**src/rtl/dcache_pkg.sv**
```systemverilog
// dcache_pkg: shared types, default line geometry and bus-address helper
// for the data-cache miss sequencer.
`default_nettype none

package dcache_pkg;

  localparam int ADDR_W         = 32;
  localparam int WORDS_PER_LINE = 4;
  localparam int INDEX_W        = 5;
  localparam int WORD_IDX_W     = $clog2(WORDS_PER_LINE);
  localparam int TAG_W          = ADDR_W - INDEX_W - WORD_IDX_W - 2;

  typedef enum logic [1:0] {
    IDLE      = 2'd0,
    WRITEBACK = 2'd1,
    REFILL    = 2'd2,
    UPDATE    = 2'd3
  } DCacheState;

  // Builds {tag, index, word, 2'b00}; the caller truncates to its address width.
  function automatic logic [63:0] compose_addr(
    input logic [63:0] tag,
    input logic [63:0] index,
    input logic [63:0] word,
    input int          index_w,
    input int          word_idx_w
  );
    return ((((tag << index_w) | index) << word_idx_w) | word) << 2;
  endfunction

endpackage

`default_nettype wire

```
**src/rtl/dcache_beat_counter.sv**
```systemverilog
// dcache_beat_counter: line word counter with clear/enable and a last-beat
// flag, shared by the write-back and refill phases.
`default_nettype none

module dcache_beat_counter #(
  parameter  int WORDS_PER_LINE = 4,
  localparam int WORD_IDX_W     = $clog2(WORDS_PER_LINE)
) (
  input  logic                  clk,
  input  logic                  rst_n,
  input  logic                  clear,
  input  logic                  enable,
  output logic [WORD_IDX_W-1:0] count,
  output logic                  last
);

  // Clear wins over enable so the final beat of a phase lands on word 0.
  always_ff @(posedge clk) begin
    if (!rst_n)
      count <= '0;
    else if (clear)
      count <= '0;
    else if (enable)
      count <= count + WORD_IDX_W'(1);
  end

  assign last = (count == WORD_IDX_W'(WORDS_PER_LINE - 1));

endmodule

`default_nettype wire

```
**src/rtl/dcache_miss_sequencer.sv**
```systemverilog
// dcache_miss_sequencer: stalls the M stage on a data-cache miss, writes back
// a dirty victim, refills the line and updates the tag (write-back, write-allocate).
`default_nettype none

module dcache_miss_sequencer
  import dcache_pkg::DCacheState, dcache_pkg::IDLE, dcache_pkg::WRITEBACK,
         dcache_pkg::REFILL, dcache_pkg::UPDATE, dcache_pkg::compose_addr;
#(
  parameter  int ADDR_W         = dcache_pkg::ADDR_W,
  parameter  int WORDS_PER_LINE = dcache_pkg::WORDS_PER_LINE,
  parameter  int INDEX_W        = dcache_pkg::INDEX_W,
  localparam int WORD_IDX_W     = $clog2(WORDS_PER_LINE),
  localparam int TAG_W          = ADDR_W - INDEX_W - WORD_IDX_W - 2
) (
  input  logic                  iClk,
  input  logic                  iRstN,
  input  logic                  iLoad,
  input  logic                  iStore,
  input  logic [ADDR_W-1:0]     iAddr,
  input  logic                  iHit,
  input  logic                  iDirty,
  input  logic [TAG_W-1:0]      iVictimTag,
  output logic                  oStall,
  output logic                  oBusReq,
  output logic                  oBusWe,
  output logic [ADDR_W-1:0]     oBusAddr,
  input  logic                  iBusAck,
  output logic [WORD_IDX_W-1:0] oWordIdx,
  output logic                  oRefillWe,
  output logic                  oTagWe,
  output logic                  oBusy
);

  DCacheState state, next_state;

  logic [TAG_W-1:0]      tag_q;
  logic [INDEX_W-1:0]    index_q;
  logic [TAG_W-1:0]      victim_tag_q;
  logic [WORD_IDX_W-1:0] word_idx;
  logic                  last_beat;
  logic                  miss;
  logic                  in_bus;
  logic                  beat_ack;
  logic                  counter_clear;
  logic [TAG_W-1:0]      bus_tag;
  logic                  unused_addr_bits;

  assign miss          = (iLoad | iStore) & ~iHit;
  assign in_bus        = (state == WRITEBACK) || (state == REFILL);
  assign beat_ack      = in_bus & iBusAck;
  assign counter_clear = (state == IDLE) || (beat_ack && last_beat);
  assign unused_addr_bits = ^{iAddr[WORD_IDX_W+1:0]};

  dcache_beat_counter #(
    .WORDS_PER_LINE(WORDS_PER_LINE)
  ) u_beat_counter (
    .clk   (iClk),
    .rst_n (iRstN),
    .clear (counter_clear),
    .enable(beat_ack),
    .count (word_idx),
    .last  (last_beat)
  );

  always_ff @(posedge iClk) begin
    if (!iRstN)
      state <= IDLE;
    else
      state <= next_state;
  end

  // Request fields are captured only when the miss is first seen in IDLE.
  always_ff @(posedge iClk) begin
    if (!iRstN) begin
      tag_q        <= '0;
      index_q      <= '0;
      victim_tag_q <= '0;
    end else if (state == IDLE && miss) begin
      tag_q        <= iAddr[ADDR_W-1 -: TAG_W];
      index_q      <= iAddr[WORD_IDX_W+2 +: INDEX_W];
      victim_tag_q <= iVictimTag;
    end
  end

  always_comb begin
    next_state = state;
    case (state)
      IDLE:      if (miss) next_state = iDirty ? WRITEBACK : REFILL;
      WRITEBACK: if (beat_ack && last_beat) next_state = REFILL;
      REFILL:    if (beat_ack && last_beat) next_state = UPDATE;
      UPDATE:    next_state = IDLE;
      default:   next_state = IDLE;
    endcase
  end

  always_comb begin
    bus_tag   = (state == WRITEBACK) ? victim_tag_q : tag_q;
    oStall    = (state != IDLE) || (iRstN && miss);
    oBusy     = (state != IDLE);
    oBusReq   = in_bus;
    oBusWe    = (state == WRITEBACK);
    oBusAddr  = '0;
    oWordIdx  = word_idx;
    oRefillWe = (state == REFILL) && iBusAck;
    oTagWe    = (state == UPDATE);
    if (in_bus)
      oBusAddr = ADDR_W'(compose_addr(64'(bus_tag), 64'(index_q), 64'(word_idx),
                                      INDEX_W, WORD_IDX_W));
  end

endmodule

`default_nettype wire

```
**config.mk**
```make
export PLATFORM = sky130hd
export DESIGN_NAME = dcache_miss_sequencer
export DESIGN_NICKNAME = d
export VERILOG_FILES = /design/src/rtl/dcache_pkg.sv /design/src/rtl/dcache_beat_counter.sv /design/src/rtl/dcache_miss_sequencer.sv
export SDC_FILE = /design/constraint.sdc
export NUM_CORES = 1
export LEC_CHECK = 0
export BUFFER_PORTS_ARGS = -buffer_cell sky130_fd_sc_hd__buf_2
export CAP_MARGIN = 20
export CORE_UTILIZATION = 45
export CTS_BUF_LIST = sky130_fd_sc_hd__clkbuf_8
export CTS_CLUSTER_SIZE = 14
export DETAILED_ROUTE_END_ITERATION = 6
export PLACE_DENSITY_LB_ADDON = 0.12
export SLEW_MARGIN = 20
export SYNTH_ARGS = -nofsm -noshare
export SYNTH_HDL_FRONTEND = slang
export SYNTH_HIERARCHICAL = 1
export SYNTH_SLANG_ARGS = --single-unit
```
**constraint.sdc**
```tcl
create_clock -name iClk -period 2.9 [get_ports iClk]
set_clock_uncertainty 0.1 [all_clocks]
set_input_delay 0.435 -clock iClk [delete_from_list [all_inputs] [get_ports iClk]]
set_output_delay 0.435 -clock iClk [all_outputs]
set_load 0.05 [all_outputs]
```
Word level (Yosys, flattened, before mapping)
Cells that the tools add are included.
Widths: inputs -> output; s select.

word-level totals
  flip-flop bits (word level) = 55
  word-level logic and storage cells = 38

cells by class
  add/subtract/negate cells = 1
  equal/unequal tests = 7
  muxes and demuxes = 7
  bitwise logic cells = 7
  reductions and logical operators = 11

operators with widths
  kind                 count
  $mux 32              1
  $or 30x2->30         1
  $or 28x5->28         1
  $mux 23              1
  $mux 2               4
  $pmux 2 s4           1
  $eq 2x2->1 const B   3
  $logic_and 1x1->1    4
  $ne 2x2->1 const B   2
  $logic_or 1x1->1     3
  $reduce_and 3->1     1
  $add 2x1->2 const B  1
  $and 1x1->1          2
  $eq 2x1->1 const B   1
  $logic_not 2->1      1
  $ne 2x1->1 const B   1
  $not 1->1            2
  $reduce_bool 2->1    1
  $reduce_or 2->1      1
  $or 1x1->1           1

Depth between registers and ports, before layout
Gate-level depths: netlist (run 1).

  word-level depth = 6
  gate-level depth with buffers = 7
  mapped depth without buffers = 6

Hierarchy
The synthesis (run 1) kept the hierarchy.

modules (own cells, without submodules)
  module                 instances  cells each  area an instance (µm²)  seq. area each (µm²)
  dcache_miss_sequencer  1          322         2,755.1                 1,061.0
  dcache_beat_counter    1          8           85.1                    40.0

Worst setup path after synthesis (run 1)
No wires, ideal clock.

  kind = register to output
  start point = register state[1]
  end point = output port oBusAddr[10]
  arrival time = 2,106 ps
  data required time = 2,365 ps
  path slack = 259 ps
  stages on the path, launching flop included = 7
  path buffers = 2
  cells stage by stage = dfxtp_1 -> inv_1 -> ha_1 -> buf_2 -> buf_4 -> mux2i_1 -> nor2b_1

on the way
  word-level cells in the longest chain between the ends = 5
  elaborated cells between the ends (all ways) = 7
  classes of those cells = 2 x eq/ne; 2 x mux; 2 x bitwise; 1 x reduce/logical

ends and longest elaborated chain
  element                 line                          source
  from (decl)             dcache_miss_sequencer.sv:34   DCacheState state, next_state;
  from (signal assigned)  dcache_miss_sequencer.sv:69   state <= next_state;
  $eq 2x1->1 *            --
  net oBusWe              dcache_miss_sequencer.sv:25   output logic oBusWe,
  $mux 23                 dcache_miss_sequencer.sv:97   bus_tag = (state == WRITEBACK) ? victim_tag_q : tag_q;
  $or 28x5->28            dcache_pkg.sv:28              return ((((tag << index_w) | index) << word_idx_w) | word) << 2;
  $or 30x2->30            dcache_pkg.sv:28
  $mux 32 *               dcache_miss_sequencer.sv:106  if (in_bus)
  to (decl)               dcache_miss_sequencer.sv:26   output logic [ADDR_W-1:0] oBusAddr,

Mark *: on every way through the listed nets, which the timed path passes. The rest lies on a longest branch.

Final worst setup path (run 1)
  start point = register state[1]
  end point = output port oBusAddr[27]

on the way
  word-level cells in the longest chain between the ends = 5
  elaborated cells between the ends (all ways) = 7
  classes of those cells = 2 x eq/ne; 2 x mux; 2 x bitwise; 1 x reduce/logical

ends and longest elaborated chain
  element       line
  $eq 2x1->1    dcache_miss_sequencer.sv:49, dcache_miss_sequencer.sv:97
  $mux 23       dcache_miss_sequencer.sv:97
  $or 28x5->28  dcache_pkg.sv:28
  $or 30x2->30  dcache_pkg.sv:28
  $mux 32 *     dcache_miss_sequencer.sv:106

Every way passes the cells marked *; elsewhere a longest branch is shown, timed or not.

==> reports/qor.csv, run 1 <==
metric,value,unit
startpoint types,register,
Port-buffer cells,95,
placed inst area,0.00328,mm²
Synth area leaders,"dfxtp_1 (39%), a21boi_1 (13%), mux2i_1 (9.2%)",
Worst Reg2Reg Path Length in Cells,6,
P_leak,1.40,nW
TritonCTS clock tree,yes,
Avg Inst Size Synth,8.61,µm²
routability cong.,0.697,
CP max FO,19,
Worst R2R End,state[0],
"count leader, synth",dfxtp_1,
Critical Path Start,state[1],
Setup Crit Path Kind,register to primary output,
sequence of cells on the critical path,"inv_1, ha_2, buf_4, mux2i_1, nor2b_1, buf_2",
GRT Residual Overflow,0,
min cycle time layout,2650,ps
Place WS,581,ps
P_sw,1.36,mW
HPWL after detailed placement,4360,µm
Total Power,2.88,mW
Syn-to-layout area delta,18.4,%
Initial Util,0.474,
Worst-path clk slew,90,ps
Sw Ratio,0.472,
fillers,608,
Critical Path RT,2370,ps
"reg-to-reg slack, setup",800,ps
Reg power frac,0.325,
Worst-Margin Slew,618,ps
number of synthesized flops with an enable pin,0,
Iteration-0 DRC Markers,127,
P_int,1.52,mW
Crit path max-delay family,buffers and inverters,
Syn Inst Count,330,
first-pass GRT wire length,11400,µm
synth warn,6,
register area share after synthesis,0.388,
CTS Sinks,55,
synth cell count leaders,"dfxtp_1 (55), nand3_1 (52), o21ai_0 (52)",
Finished Cell Area,0.00336,mm²
layout cell share with drive strength beyond 1,0.280,
number of routed nets with antenna violations,0,
synth unique cells,23,
Synth Flop Type,dfxtp_1,
io pins,102,
post-route setup TNS,0,ps
post-CTS sizing,0,
P per Cell Area,857,mW/mm²
core area,0.00599,mm²
Final nets,470,
Seq cells post-synth,55,
Max-Cap Viols,0,
Yosys top cell area share,0.388,
GR Util All Layers,0.221,
hold buffer count at cts,0,
crit-path max cell delay,580,ps
Gate power share,0.537,
"Slew Viols, Final",0,
maximum resistive drop on vdd,0.602,mV
status,"complete, no violations",
crit share post-route,0.914,
cell depth of the worst setup path,6,
Hold Fails Final Rpt,0,
initial antenna violation count,0,
clock network fraction of design power,0.139,
Num CTS Buffers,5,
CTS max path bufs,2,
Residual DRC,0,
via/cell ratio,5.28,
row cnt,28,
setup ws final,250,ps
RSZ-0062 raised after global routing,no,
die area,0.00663,mm²
largest net degree at the start of global routing,57,
"Arr. time, crit path",2120,ps
worst rel slew slack,0.588,
vias in the first global route,2423,
setup violators final,0,
WL final,6930,µm
worst r2r src,state[0],
Worst setup EP type,primary output,
wire per inst,14.5,µm
Peak Freq,377,MHz
die width,81.4,µm
"Cell Area, Synth",0.00284,mm²
post-synth top area cell,dfxtp_1,
DRT Pass-1 Iters,4,
CP Capture Point,oBusAddr[27],
critical path buffer and inverter count,3,
Die Ht,81.4,µm
worst-skew pair later-pin latency,300,ps
total number of vias,2531,
ANT cells,0,
CTS root buffer,clkbuf_8,
Synth async-reset ratio,0,
htree depth,2,
worst min path class,input pin to register,
crit path max-delay cell type,ha_2,
Post-CTS Setup Repair Bufs,0,
power groups by stage:
stage	Clock [mW]	Combinational, mW	Sequential, mW
floorplan	0	1.23	0.942
global placement	0	1.54	0.948
detailed placement	0	1.56	0.954
CTS	0.419	1.56	0.936
global route	0.448	1.68	0.951
finish	0.400	1.55	0.936
through the flow:
step,utilization,hold slack [ps],cells
2_1_floorplan,-,348,331
3_3_place_gp,0.548,356,471
3_5_place_dp,0.548,364,471
4_1_cts,0.561,257,479
5_1_grt,0.561,258,479
6_report,0.561,271,479
registers in the layout, indices dropped and copies added, names as in the netlist:
| register | flops |
|---|---|
| u_beat_counter/count | 2 |
| tag_q | 23 |
| index_q | 5 |
| victim_tag_q | 23 |
| state | 2 |
cells in the final DEF (no fill, tap or decap), drive strengths merged, types with 5 or more instances in the layout:
cell	count
nor2b	25
and2	9
mux2i	26
a21boi	51
o21ai	52
dfxtp	55
inv	5
buf	101
clkbuf	5
nand3	52
ha	5
nand2	6
cell families (layout without fill, tap and decap cells):
kind of cell / after synthesis / after routing / share of synthesized area
compound gates: 106 / 106 / 0.238
xor+xnor: 1 / 1 / 0.00308
fa+ha+maj: 5 / 5 / 0.0220
buf+inv: 39 / 112 / 0.0705
flops: 55 / 55 / 0.388
mux: 27 / 27 / 0.0956
other cells: 1 / 2 / 0.00132
simple gates: 96 / 96 / 0.181
worst reg2reg max path: stages (launching register included):
cell     delay, ps
dfxtp_1        350
inv_1           90
ha_2           450
buf_4          470
mux2_2         400
nand2_1         60
mux2i_1         70
worst min-delay path by stage:
stage	endpoint	cells after the start	startpoint
6_report	index_q[0]	3	iAddr[4]
3_3_place_gp	index_q[0]	2	index_q[0]
2_1_floorplan	index_q[0]	2	index_q[0]
5_1_grt	tag_q[20]	3	iAddr[29]
3_5_place_dp	index_q[3]	2	index_q[3]
4_1_cts	tag_q[20]	3	iAddr[29]
area by class of cell:
cell class | count | area, µm² | area share
multi-input combinational | 237 | 1560 | 0.462
sequential | 55 | 1100 | 0.327
timing repair buffer | 101 | 520 | 0.155
tap | 75 | 93.8 | 0.0279
clock buffer | 5 | 68.8 | 0.0205
clock inverter | 3 | 12.5 | 0.00372
inverter | 3 | 11.3 | 0.00335
per-layer routing:
layer  routed length (µm)  track usage  vias to the layer above
met5                    0            0                        -
met4                   53       0.0482                        0
met3                  423       0.0522                        6
met2                 3200        0.378                       62
met1                 3260        0.282                     1172
li1                     -            -                     1291
Power figures use the tool's default switching activity.
==> run 2, diff against run 1 <==
--- a/config.mk
+++ b/config.mk
@@ -12,6 +12,7 @@
 export CTS_CLUSTER_SIZE = 14
 export DETAILED_ROUTE_END_ITERATION = 6
 export PLACE_DENSITY_LB_ADDON = 0.12
+export RECOVER_POWER = 25
 export SLEW_MARGIN = 20
 export SYNTH_ARGS = -nofsm -noshare
 export SYNTH_HDL_FRONTEND = slang
==> reports/qor.csv, run 2 (synthesis results as in run 1) <==
metric,value,unit
first-pass GRT wire length,11400,µm
Iteration-0 DRC Markers,120,
largest net degree at the start of global routing,57,
status,"complete, no violations",
die width,81.4,µm
htree depth,2,
TritonCTS clock tree,yes,
Critical Path Start,state[1],
Setup Crit Path Kind,register to primary output,
Final Util,0.560,
maximum resistive drop on vdd,0.598,mV
min cycle time layout,2650,ps
"Arr. time, crit path",2110,ps
worst r2r src,state[0],
vias in the first global route,2423,
CTS Sinks,55,
post-route setup TNS,0,ps
Initial Util,0.474,
Hold Fails Final Rpt,0,
GRT Residual Overflow,0,
Residual DRC,0,
total number of vias,2548,
die area,0.00663,mm²
Peak Freq,378,MHz
DRT Pass-1 Iters,4,
io pins,102,
RSZ-0062 raised after global routing,no,
Syn-to-layout area delta,18.1,%
Worst-Margin Slew,812,ps
hold buffer count at cts,0,
setup violators final,0,
CTS root buffer,clkbuf_8,
P_sw,1.35,mW
ANT cells,0,
number of routed nets with antenna violations,0,
Sw Ratio,0.473,
WL final,6930,µm
Worst Hold Launch,iAddr[29],
CP max FO,19,
core area,0.00599,mm²
via/cell ratio,5.32,
P_leak,1.37,nW
P per Cell Area,853,mW/mm²
largest registers,"tag_q (23), victim_tag_q (23), index_q (5)",
Die Ht,81.4,µm
"commonest non-fill, non-tap cells in the layout","buf_2 (91), dfxtp_1 (55), nand3_1 (52), o21ai_0 (52), a21boi_1 (38)",
routability cong.,0.697,
Gate power share,0.533,
initial antenna violation count,0,
Critical Path RT,2370,ps
Max-Cap Viols,0,
post-CTS sizing,0,
Finished Cell Area,0.00335,mm²
Final nets,470,
worst rel slew slack,0.459,
Port-buffer cells,95,
"commonest non-fill, non-tap cell in the layout",buf_2,
crit share post-route,0.913,
CTS max path bufs,2,
worst-skew pair later-pin latency,300,ps
placed inst area,0.00328,mm²
Post-CTS Setup Repair Bufs,0,
Worst setup EP type,primary output,
Worst-path clk slew,90,ps
Num CTS Buffers,5,
row cnt,28,
clock network fraction of design power,0.140,
P_int,1.51,mW
GR Util All Layers,0.221,
HPWL after detailed placement,4360,µm
"Slew Viols, Final",0,
Reg power frac,0.327,
worst min path class,input pin to register,
startpoint types,register,
layout cell share with drive strength beyond 1,0.270,
wire per inst,14.5,µm
run 2: routing by layer:
layer,global-route usage,share of wire
met2,0.378,0.47
met4,0.0482,0.0076
met1,0.282,0.46
met3,0.0522,0.063
met5,0,0
run 2: worst paths after layout:
| check | endpoint | slack, ps | cells after the start |
|---|---|---|---|
| setup / recovery | oBusAddr[27] | 250 | 6 |
| hold / removal | tag_q[20] | 270 | 3 |
| hold reg to reg | index_q[3] | 370 | 2 |
| setup reg to reg | state[0] | 540 | 6 |
run 2: layout make-up:
cell class / count / area (µm²)
fillers: 612 / 2640
multi-input cells: 237 / 1560
flip-flops and latches: 55 / 1100
repair buffers: 101 / 510
well taps: 75 / 93.8
clock buffers: 5 / 68.8
clock inverters: 3 / 12.5
inverters: 3 / 11.3
run 2: power groups by stage:
stage	Sequential (mW)	Clock [mW]	Combinational (mW)
final	0.936	0.401	1.52
after global routing	0.952	0.448	1.66
after CTS	0.936	0.419	1.56
after detailed placement	0.954	0	1.56
after global placement	0.948	0	1.54
after floorplan	0.942	0	1.23
run 2: per-stage QoR:
stage | cells | total power [mW] | setup slack (ps) | hold slack [ps]
after floorplan | 331 | 2.17 | 259 | 348
after CTS | 479 | 2.91 | 221 | 257
after global placement | 471 | 2.49 | 589 | 356
after detailed placement | 471 | 2.51 | 581 | 364
final | 479 | 2.86 | 251 | 268
after global routing | 479 | 3.06 | 133 | 258
run 2: critical path, stage by stage, from the launching register on:
cell and delay, ps:
dfxtp_1 340, inv_1 80, ha_2 580, buf_4 300
mux2i_1 230, nor2b_1 60, buf_2 210
==> run 3, diff against run 2 <==
--- a/config.mk
+++ b/config.mk
@@ -5,12 +5,14 @@
 export SDC_FILE = /design/constraint.sdc
 export NUM_CORES = 1
 export LEC_CHECK = 0
+export ABC_AREA = 1
 export BUFFER_PORTS_ARGS = -buffer_cell sky130_fd_sc_hd__buf_2
 export CAP_MARGIN = 20
 export CORE_UTILIZATION = 45
 export CTS_BUF_LIST = sky130_fd_sc_hd__clkbuf_8
 export CTS_CLUSTER_SIZE = 14
 export DETAILED_ROUTE_END_ITERATION = 6
+export GPL_TIMING_DRIVEN = 0
 export PLACE_DENSITY_LB_ADDON = 0.12
 export RECOVER_POWER = 25
 export SLEW_MARGIN = 20
==> reports/qor.csv, run 3 <==
metric,value,unit
wire per inst,12.8,µm
Max-Cap Viols,0,
Worst Hold Launch,iVictimTag[8],
Worst Reg2Reg Path Length in Cells,8,
number of synthesized flops with an enable pin,0,
WL final,7340,µm
Final Util,0.576,
Total Power,3.13,mW
DP Cell Count,568,
status,"complete, no violations",
die area,0.00677,mm²
Critical Path RT,2370,ps
setup violators final,0,
core area,0.00606,mm²
"commonest non-fill, non-tap cell in the layout",buf_2,
adder-cell share of the synthesized area,0.0216,
"Arr. time, crit path",2180,ps
min cycle time layout,2720,ps
io pins,102,
row cnt,28,
initial antenna violation count,0,
CTS root buffer,clkbuf_8,
GRT Residual Overflow,0,
register area share after synthesis,0.380,
Hold Path End,victim_tag_q[8],
CTS max path bufs,2,
fillers,635,
worst min path class,input pin to register,
"Cell Area, Synth",0.00290,mm²
Synth Flop Type,dfxtp_1,
HPWL after detailed placement,5310,µm
Iteration-0 DRC Markers,85,
Seq cells post-synth,55,
via/cell ratio,4.90,
Syn-to-layout area delta,20.3,%
synth cell count leaders,"nand2_1 (70), dfxtp_1 (55), nor2_1 (48)",
startpoint types,register,
Worst R2R End,tag_q[6],
synth unique cells,24,
worst rel slew slack,0.534,
layout cell share with drive strength beyond 1,0.338,
RSZ-0062 raised after global routing,no,
Die Ht,82.3,µm
DRT Pass-1 Iters,4,
post-synthesis mux area share,0,
Hold Fails Final Rpt,0,
Initial Util,0.479,
"reg-to-reg slack, setup",480,ps
Port-buffer cells,95,
post-route setup TNS,0,ps
Yosys top cell area share,0.380,
"Slew Viols, Final",0,
Synth async-reset ratio,0,
die width,82.3,µm
Final Hold Slack,246,ps
Worst-Margin Slew,698,ps
CP max FO,10,
"count leader, synth",nand2_1,
total number of vias,2819,
worst-skew pair later-pin latency,300,ps
number of routed nets with antenna violations,0,
htree depth,2,
P per Cell Area,899,mW/mm²
Synth area leaders,"dfxtp_1 (38%), nand2_1 (9.1%), a21oi_2 (8.5%)",
Final nets,567,
ANT cells,0,
vias in the first global route,2527,
largest family of logic cells by synthesized area,simple AND/OR/NAND/NOR gates,
hold depth,3,
CTS Sinks,55,
TritonCTS clock tree,yes,
Setup Crit Path Kind,register to primary output,
Peak Freq,368,MHz
largest registers,"tag_q (23), victim_tag_q (23), index_q (5)",
xor/xnor share of the synthesized area,0,
hold buffer count at cts,0,
worst r2r src,state[0],
synth warn,6,
crit share post-route,0.937,
"commonest non-fill, non-tap cells in the layout","buf_2 (103), nand2_1 (70), dfxtp_1 (55), nor2_1 (48), inv_1 (42)",
routability cong.,0.813,
post-route insts no fill,575,
P_leak,1.76,nW
maximum resistive drop on vdd,0.773,mV
simple-gate share of the synthesized area,0.286,
Syn Inst Count,397,
complex-gate fraction of the synthesized area,0.174,
Worst setup EP type,primary output,
GR Util All Layers,0.228,
post-synth top area cell,dfxtp_1,
Residual DRC,0,
Num CTS Buffers,5,
Worst-path clk slew,100,ps
first-pass GRT wire length,11700,µm
Avg Inst Size Synth,7.31,µm²
largest net degree at the start of global routing,16,
[run 3: cell count changes in the layout (fill, tap and decap cells not counted), sizes merged, moves of 28 or more]
cell    change
nand4      +28
nor2       +47
inv        +38
a21boi     -51
nand2      +91
nand3      -48
a21oi      +54
[run 3: area by class of cell]
type                    count  area (µm²)  share of cell area
multi-input cells         267        1380               0.395
plain buffers              34         181              0.0520
well taps                  75        93.8              0.0269
clock buffers               5        68.8              0.0197
repair buffers             95         473               0.136
clock inverters             2        33.8             0.00968
flip-flops and latches     55        1100               0.316
inverters                  42         158              0.0452
[run 3: report_power, final]
| group | total (mW) | switching, mW | leakage, nW | internal, mW |
|---|---|---|---|---|
| clock | 0.494 | 0.244 | 0.0554 | 0.250 |
| sequential | 0.968 | 0.0691 | 0.451 | 0.899 |
| combinational | 1.67 | 1.24 | 1.25 | 0.436 |
| total | 3.13 | 1.55 | 1.76 | 1.59 |
[run 3: timing repair]
| action | 4_1_cts | 5_1_grt |
|---|---|---|
| buffers inserted | 0 | 0 |
| gates resized for setup | 0 | 4 |
| setup endpoints to repair | 0 | 8 |
[run 3: cell families (layout without fill, tap and decap cells)]
family / count (synthesis) / count (layout)
AO/OA/AOI/OAI: 80 / 80
adder cells (fa/ha/maj): 5 / 5
buffers and inverters: 76 / 178
flip-flops: 55 / 55
other: 1 / 2
AND/OR/NAND/NOR: 180 / 180
[run 3: through the flow]
step / worst slack, ps / cell area [µm²]
4_1_cts: 51.8 / 3580
3_3_place_gp: 395 / 3470
3_5_place_dp: 389 / 3470
5_1_grt: 16.3 / 3490
2_1_floorplan: 111 / 2900
6_report: 182 / 3490
[run 3: worst max path at each step]
stage / end / cells past startpoint / slack, ps / startpoint
after global placement: oBusAddr[27] / 6 / 400 / state[0]
after global routing: oBusAddr[28] / 6 / 20 / state[0]
after floorplan: oBusAddr[27] / 5 / 110 / state[0]
after CTS: oBusAddr[27] / 6 / 50 / state[0]
after detailed placement: oBusAddr[27] / 6 / 390 / state[0]
final: oBusAddr[28] / 6 / 180 / state[0]
[run 3: metal layers]
layer | part of all wire | vias up | routed length (µm) | global-route usage
met2 | 0.45 | 90 | 3330 | 0.378
li1 | - | 1470 | - | -
met1 | 0.48 | 1252 | 3500 | 0.316
met4 | 0.0089 | 0 | 65 | 0.0474
met3 | 0.061 | 7 | 448 | 0.0297
met5 | 0 | - | 0 | 0
[run 3: critical path, cell delays in order (launching register included)]
cell      delay (ps)
dfxtp_1          410
inv_1             80
ha_1             390
clkbuf_1         350
o21ai_0          210
a21oi_1          170
buf_2            280
